### src/rtl/machine_pkg.sv
// Shared constants for the machine operand path: arity tags, field widths
// and bit offsets inside the 129-bit Maybe bundle.
package machine_pkg;

  localparam logic [1:0] OP_NONE = 2'b00;
  localparam logic [1:0] OP_ONE  = 2'b01;
  localparam logic [1:0] OP_TWO  = 2'b10;
  localparam logic [1:0] OP_BAD  = 2'b11;

  localparam int VAL_W    = 63;
  localparam int BUNDLE_W = 128;
  localparam int MAYBE_W  = 129;

  localparam int VLD_BIT = 128;
  localparam int TAG_HI  = 127;
  localparam int TAG_LO  = 126;
  localparam int A_HI    = 125;
  localparam int A_LO    = 63;
  localparam int B_HI    = 62;
  localparam int B_LO    = 0;

  function automatic logic is_bad_tag(input logic [1:0] tag);
    return tag == OP_BAD;
  endfunction

endpackage

### src/rtl/machine_sync_fifo.sv
// Circular-buffer FIFO holding accepted operand bundles; head entry is read
// combinationally from storage so there is no fall-through path.
import machine_pkg::*;

module machine_sync_fifo #(
  parameter int DEPTH = 4,
  parameter int WIDTH = BUNDLE_W
) (
  input  logic                     clk,
  input  logic                     rst,
  input  logic                     push,
  input  logic [WIDTH-1:0]         wr_data,
  input  logic                     pop,
  output logic [WIDTH-1:0]         rd_data,
  output logic [$clog2(DEPTH):0]   level,
  output logic                     full,
  output logic                     empty
);

  localparam int PTR_W = $clog2(DEPTH);
  localparam int LVL_W = PTR_W + 1;

  logic [WIDTH-1:0] mem [DEPTH];
  logic [PTR_W-1:0] wr_ptr;
  logic [PTR_W-1:0] rd_ptr;
  logic             do_push;
  logic             do_pop;

  assign full    = (level == LVL_W'(DEPTH));
  assign empty   = (level == '0);
  assign do_push = push & ~full;
  assign do_pop  = pop & ~empty;
  assign rd_data = mem[rd_ptr];

  // DEPTH is a power of two, so the pointers wrap by plain overflow.
  always_ff @(posedge clk) begin
    if (rst) begin
      wr_ptr <= '0;
      rd_ptr <= '0;
      level  <= '0;
      for (int i = 0; i < DEPTH; i++) mem[i] <= '0;
    end else begin
      if (do_push) begin
        mem[wr_ptr] <= wr_data;
        wr_ptr      <= wr_ptr + 1'b1;
      end
      if (do_pop) rd_ptr <= rd_ptr + 1'b1;
      case ({do_push, do_pop})
        2'b10:   level <= level + 1'b1;
        2'b01:   level <= level - 1'b1;
        default: level <= level;
      endcase
    end
  end

endmodule

### src/rtl/machine_operand_queue.sv
// Buffers operand bundles from the check stage for the execute stage, filters
// malformed tags and keeps hazard-bubble / issue statistics.
import machine_pkg::*;

module machine_operand_queue #(
  parameter int DEPTH = 4,
  parameter int CNT_W = 32
) (
  input  logic                   clk,
  input  logic                   rst,
  input  logic [MAYBE_W-1:0]     in_data,
  output logic                   in_ready,
  output logic                   out_valid,
  input  logic                   out_ready,
  output logic [1:0]             out_tag,
  output logic [VAL_W-1:0]       out_a,
  output logic [VAL_W-1:0]       out_b,
  output logic [$clog2(DEPTH):0] level,
  output logic [CNT_W-1:0]       stall_cycles,
  output logic [CNT_W-1:0]       issued,
  output logic                   bad_tag
);

  logic                vld;
  logic [1:0]          tag;
  logic                push;
  logic                pop;
  logic                full;
  logic                empty;
  logic [BUNDLE_W-1:0] head;

  assign vld       = in_data[VLD_BIT];
  assign tag       = in_data[TAG_HI:TAG_LO];
  assign in_ready  = ~full;
  assign out_valid = ~empty;
  assign push      = vld & in_ready & ~is_bad_tag(tag);
  assign pop       = out_valid & out_ready;

  assign out_tag = head[TAG_HI:TAG_LO];
  assign out_a   = head[A_HI:A_LO];
  assign out_b   = head[B_HI:B_LO];

  machine_sync_fifo #(
    .DEPTH (DEPTH),
    .WIDTH (BUNDLE_W)
  ) u_fifo (
    .clk     (clk),
    .rst     (rst),
    .push    (push),
    .wr_data (in_data[BUNDLE_W-1:0]),
    .pop     (pop),
    .rd_data (head),
    .level   (level),
    .full    (full),
    .empty   (empty)
  );

  // Only check-stage bubbles count as stalls; back-pressure drops are silent.
  always_ff @(posedge clk) begin
    if (rst) begin
      stall_cycles <= '0;
      issued       <= '0;
      bad_tag      <= 1'b0;
    end else begin
      if (!vld && stall_cycles != '1) stall_cycles <= stall_cycles + 1'b1;
      if (pop) issued <= issued + 1'b1;
      if (vld && is_bad_tag(tag)) bad_tag <= 1'b1;
    end
  end

endmodule

### config.mk
export PLATFORM = sky130hd
export DESIGN_NAME = machine_operand_queue
export DESIGN_NICKNAME = d
export VERILOG_FILES = /design/src/rtl/machine_pkg.sv /design/src/rtl/machine_sync_fifo.sv /design/src/rtl/machine_operand_queue.sv
export SDC_FILE = /design/constraint.sdc
export NUM_CORES = 1
export LEC_CHECK = 0
export CAP_MARGIN = 20
export CELL_PAD_IN_SITES_DETAIL_PLACEMENT = 0
export CELL_PAD_IN_SITES_GLOBAL_PLACEMENT = 1
export CORE_UTILIZATION = 45
export CTS_CLUSTER_DIAMETER = 40
export DETAILED_ROUTE_END_ITERATION = 8
export GPL_ROUTABILITY_DRIVEN = 0
export MAX_ROUTING_LAYER = met4
export PLACE_DENSITY = 0.84
export RECOVER_POWER = 25
export SLEW_MARGIN = 20
export SYNTH_ARGS = -nofsm -noshare
export SYNTH_HDL_FRONTEND = slang
export SYNTH_SLANG_ARGS = --single-unit
### constraint.sdc
create_clock -name clk -period 9.7 [get_ports clk]
set_input_delay 1.94 -clock clk [delete_from_list [all_inputs] [get_ports clk]]
set_output_delay 1.94 -clock clk [all_outputs]
set_load 0.01 [all_outputs]
# --- Word level (Yosys, flattened, before mapping) ---
# Memory sizes are Yosys's and may differ from the RTL's. A register that Yosys moved wholly into a read port is not among the register bits.
# Cells that the tools add are included.
op_classes:
  add_sub_neg: 6
  eq_ne: 5
  n_mux: 11
  n_bitwise: 8
  n_reduce_logical: 6
ops:
  columns: ["operator", "n"]
  rows:
  - ["2-to-1 mux 128 bit", 1]
  - ["OR reduction 128 bit", 1]
  - ["adder 32 x 1 -> 32 bit (second input constant)", 2]
  - ["inequality test 32 bit (second input constant)", 1]
  - ["2-to-1 mux 1 bit", 6]
  - ["2-to-1 mux 2 bit", 3]
  - ["case mux 3 bit (2 select lines)", 1]
  - ["AND 1 bit", 5]
  - ["adder 2 x 1 -> 2 bit (second input constant)", 2]
  - ["== test 2 bit (second input constant)", 2]
  - ["adder 3 x 1 -> 3 bit (second input constant)", 1]
  - ["== test 3 bit (second input constant)", 1]
  - ["zero test 3 bit", 1]
  - ["inverter 1 bit", 3]
  - ["subtractor 3 x 1 -> 3 bit (second input constant)", 1]
  - ["== test 2 x 1 -> 1 bit (second input constant)", 1]
  - ["logical AND 1 bit", 2]
  - ["nonzero test 2 bit", 1]
  - ["zero test 1 bit", 1]
totals:
  regBits: 72
  ram_bits: 512
  inputBits: 132
  out_inout_bits: 198
  word_cells: 43
  mem_count: 1
memory_table:
  columns: ["memory", "depth", "word_bits", "read_ports", "rd_ports_with_merged_regs", "write_ports", "line_no", "text"]
  rows:
  - ["u_fifo.mem", 4, 128, 1, 1, 4, "machine_sync_fifo.sv:23", "logic [WIDTH-1:0] mem [DEPTH];"]

# --- Longest topological paths before layout ---
depth:
  depth_word: 10
  ltp_mapped: 9
  depth_no_buf: 9

# --- Modules after synthesis ---
# Synthesis repeated with hierarchy kept, for this count alone.
unflattened:
  hier_cells: 1698
  hier_area_um2: 25842.3
modules_own_cells:
  columns: ["mod", "instances", "cells_per_inst", "area_each_um2", "seq_area_each_um2"]
  rows:
  - ["machine_sync_fifo", 1, 1290, 22326.4, 15554.9]
  - ["machine_operand_queue", 1, 408, 3515.9, 1301.2]

# --- Least setup slack after synthesis ---
# Ideal clock, no wire load.
synth_path:
  kind: "in2reg"
  from: "in in_data[126]"
  to: "mem u_fifo.mem[1][0] (netlist name), enable pin"
  setup_time_ps: 642
  t_arrival_ps: 8217
  setup_slack_ps: 841
  stages: 4
  n_path_buf: 0
  path_cell_list: "nand2_1 > and3_1 > inv_1 > o21bai_1"
synth_lines:
  columns: ["item", "line_no", "text"]
  rows:
  - ["from (decl)", "machine_operand_queue.sv:11", "input logic [MAYBE_W-1:0] in_data,"]
  - ["to (decl)", "machine_sync_fifo.sv:23", null]

==> results.json <==
{
  "area_growth_pct": 29.0,
  "synth.yosys.warnings": 0,
  "drc": 0,
  "core_area_um2": 54100,
  "leakagePower_nw": 12.0,
  "wl_per_cell_um": 20.7,
  "totalWireLength_um": 59900,
  "syn_inst": 1782,
  "cts_hold_buf": 0,
  "regToRegSetupSlack_ns": 4.06,
  "initial_core_util_pct": 45.8,
  "violations": "max-capacitance violations, max-slew violations",
  "reg2reg_depth": 7,
  "max_stage_delay_ns": 2.29,
  "clock_skew_ns": 0.0117,
  "crit_chain": "dlygate4sd3_1 -> nand2_1 -> and3_1 -> inv_1 -> nor4_1 -> clkbuf_1 -> or2_4 -> buf_12",
  "critical_path_required_ns": 9.95,
  "crit_path_start_kind": "primary input",
  "hold_path_class": "register to register",
  "synth_nets": 1918,
  "fin_cells": 2896,
  "crit_fanout": 87,
  "vias_per_cell": 5.29,
  "max_cap_viol_count": 8,
  "maxSlewViolCount": 417,
  "dp.cells": 2724,
  "critPathSlowestCell": "clkbuf_1",
  "syn_area_per_cell_um2": 13.9,
  "layout-drive-gt1-share_pct": 14.1,
  "die_h_um": 237,
  "status": "finished with violations",
  "yosysUniqueCellTypes": 46,
  "fin_setup_tns_ns": 0,
  "r2r_start": "u_fifo.level[0]",
  "fp.dieArea_um2": 56000,
  "cp-startpoint": "in_data[127]",
  "rr_endpoint": "u_fifo.mem[0][87]",
  "grt_pass1_wl_um": 92700,
  "rsz0062_at_grt": "false",
  "synth_edf_count": 512,
  "drt_first_iter_violations": 1116,
  "final_net_count": 2254,
  "ir_drop_mv": 0.159,
  "ios": 330,
  "die_w_um": 237,
  "port_buffers": 329,
  "synth_top_cell_by_area": "edfxtp_1",
  "vias": 15311,
  "grt_max_degree": 88,
  "fillCellCount": 4143,
  "htreeDepth": 3,
  "cts_root_buffer": "clkbuf_16",
  "max_freq_ghz": 0.145,
  "holdCritStartpoint": "bad_tag",
  "synth-seq-cells": 586,
  "cp-end-kind": "register",
  "cts_resized": 0,
  "synthesis.area_um2": 24800,
  "clk_path_buf_depth": 3,
  "power_density_nw_per_um2": 254,
  "antenna_found_initial": 7,
  "synth_area_leaders": "edfxtp_1 62%, mux4_2 12%, dfxtp_1 6.0%",
  "grt_pass1_vias": 16421,
  "dpl.hpwl_um": 34100,
  "cts_tree": "built",
  "synth_seq_area_share_pct": 68.0,
  "setup_viol": 0,
  "worstSetupPathType": "primary input to register",
  "ant_nets": 0,
  "cp_top_family": "buffers and inverters",
  "use_met3_pct": 5.55,
  "clk_pin_slew_ns": 0.06,
  "clk_latency_ns": 0.61,
  "cp_num_buf_inv": 4,
  "endpoint": "u_fifo.mem[0][87]",
  "worst_slew_margin_rel_pct": -161,
  "min_period_ns": 6.89,
  "worstMarginPinSlew_ns": 3.91,
  "met2_usage_pct": 37.4,
  "busiest_layer": "met2",
  "firstDrtPassIters": 6,
  "post_cts_buffers": 0,
  "cts_buffers": 88,
  "hold_viol_final": 0,
  "critical_path_depth": 8,
  "synthArstFlopShare_pct": 0,
  "cts_sinks": 586,
  "track_usage_pct": 22.4,
  "final_common_cell": "edfxtp_1",
  "rows": 85,
  "arrival_ns": 7.14,
  "synth_top_area_share_pct": 62.0,
  "grt_use_met1_pct": 26.7,
  "synth_ff_type": "edfxtp_1",
  "overflow": 0,
  "period_share_pct": 71.1,
  "final_cell_mix": "512 x edfxtp_1, 322 x nor2_1, 257 x clkdlybuf4s50_1"
}
metrics by stage:
step | utilization (%) | instance area, um2 | power, mW | setup WS, ns | hold slack [ns]
2_1_floorplan | - | 24800 | 3.99 | 0.841 | 0.485
3_3_place_gp | 53.2 | 28800 | 4.74 | 3.87 | 0.458
3_5_place_dp | 53.2 | 28800 | 4.76 | 3.92 | 0.467
4_1_cts | 59.2 | 32000 | 8.20 | 4.05 | 0.481
5_1_grt | 59.1 | 32000 | 8.40 | 2.41 | 0.520
6_report | 59.1 | 32000 | 8.11 | 2.81 | 0.469
worst register-to-register path, stage by stage, from the launching register on:
cell      delay, ns
dfxtp_1        0.46
or3b_2         0.25
and3_1         0.32
inv_1          0.16
nor4_1         0.27
clkbuf_1       2.29
or2_4          0.91
buf_12         0.56
synthesized netlist by cell type (all sizes together) (6+ instances only):
cell and instances:
a211oi 6, mux4 128, nor2 322, nand3 16
or4 6, nor4 10, or3 18, buf 18
clkbuf 82, a21oi 24, nand4 13, nand2 159
edfxtp 512, and2 129, o21ai 14, nor3 16
inv 145, xor2 13, dfxtp 74, xnor2 35
o31ai 6
power by group:
group	total, mW	internal, mW	switching (mW)
logic	1.59	0.832	0.759
clock network	3.43	2.21	1.22
registers	3.09	2.97	0.115
worst min-delay path by stage:
stage	cells after the start	slack, ns	endpoint
6_report	2	0.47	bad_tag
5_1_grt	2	0.52	bad_tag
4_1_cts	2	0.48	bad_tag
3_5_place_dp	2	0.47	bad_tag
3_3_place_gp	2	0.46	bad_tag
2_1_floorplan	2	0.48	register
layer usage:
layer  vias up  share of wire [%]
met4         0                2.3
met3        96                7.3
met1      7673                 40
met2       497                 51
li1       7045                  -
met5         -                  0
cell families after synthesis:
kind of cell / count (synthesis) / synth area share (%)
flip-flops: 586 / 68.0
AO/OA/AOI/OAI: 60 / 1.48
adder cells (fa/ha/maj): 4 / 0.232
AND/OR/NAND/NOR: 708 / 13.1
buffers and inverters: 246 / 3.78
multiplexers: 130 / 11.7
XOR/XNOR: 48 / 1.70
state kept, by name (all words and copies together), names as in the netlist, named ones only:
name,cells
bad_tag,1
issued,32
stall_cycles,32
u_fifo.level,3
u_fifo.mem,512
u_fifo.rd_ptr,2
u_fifo.wr_ptr,2
final cells by class:
cell class | instances | area [um2] | share of cell area [%]
sequential | 586 | 16900 | 52.7
multi-input combinational | 950 | 7020 | 21.9
timing repair buffer | 347 | 3420 | 10.7
clock buffer | 96 | 2270 | 7.11
clock inverter | 69 | 961 | 3.01
tap | 696 | 871 | 2.72
inverter | 145 | 544 | 1.70
antenna | 7 | 17.5 | 0.0548
Note: power is estimated with default switching activity, not from simulation.
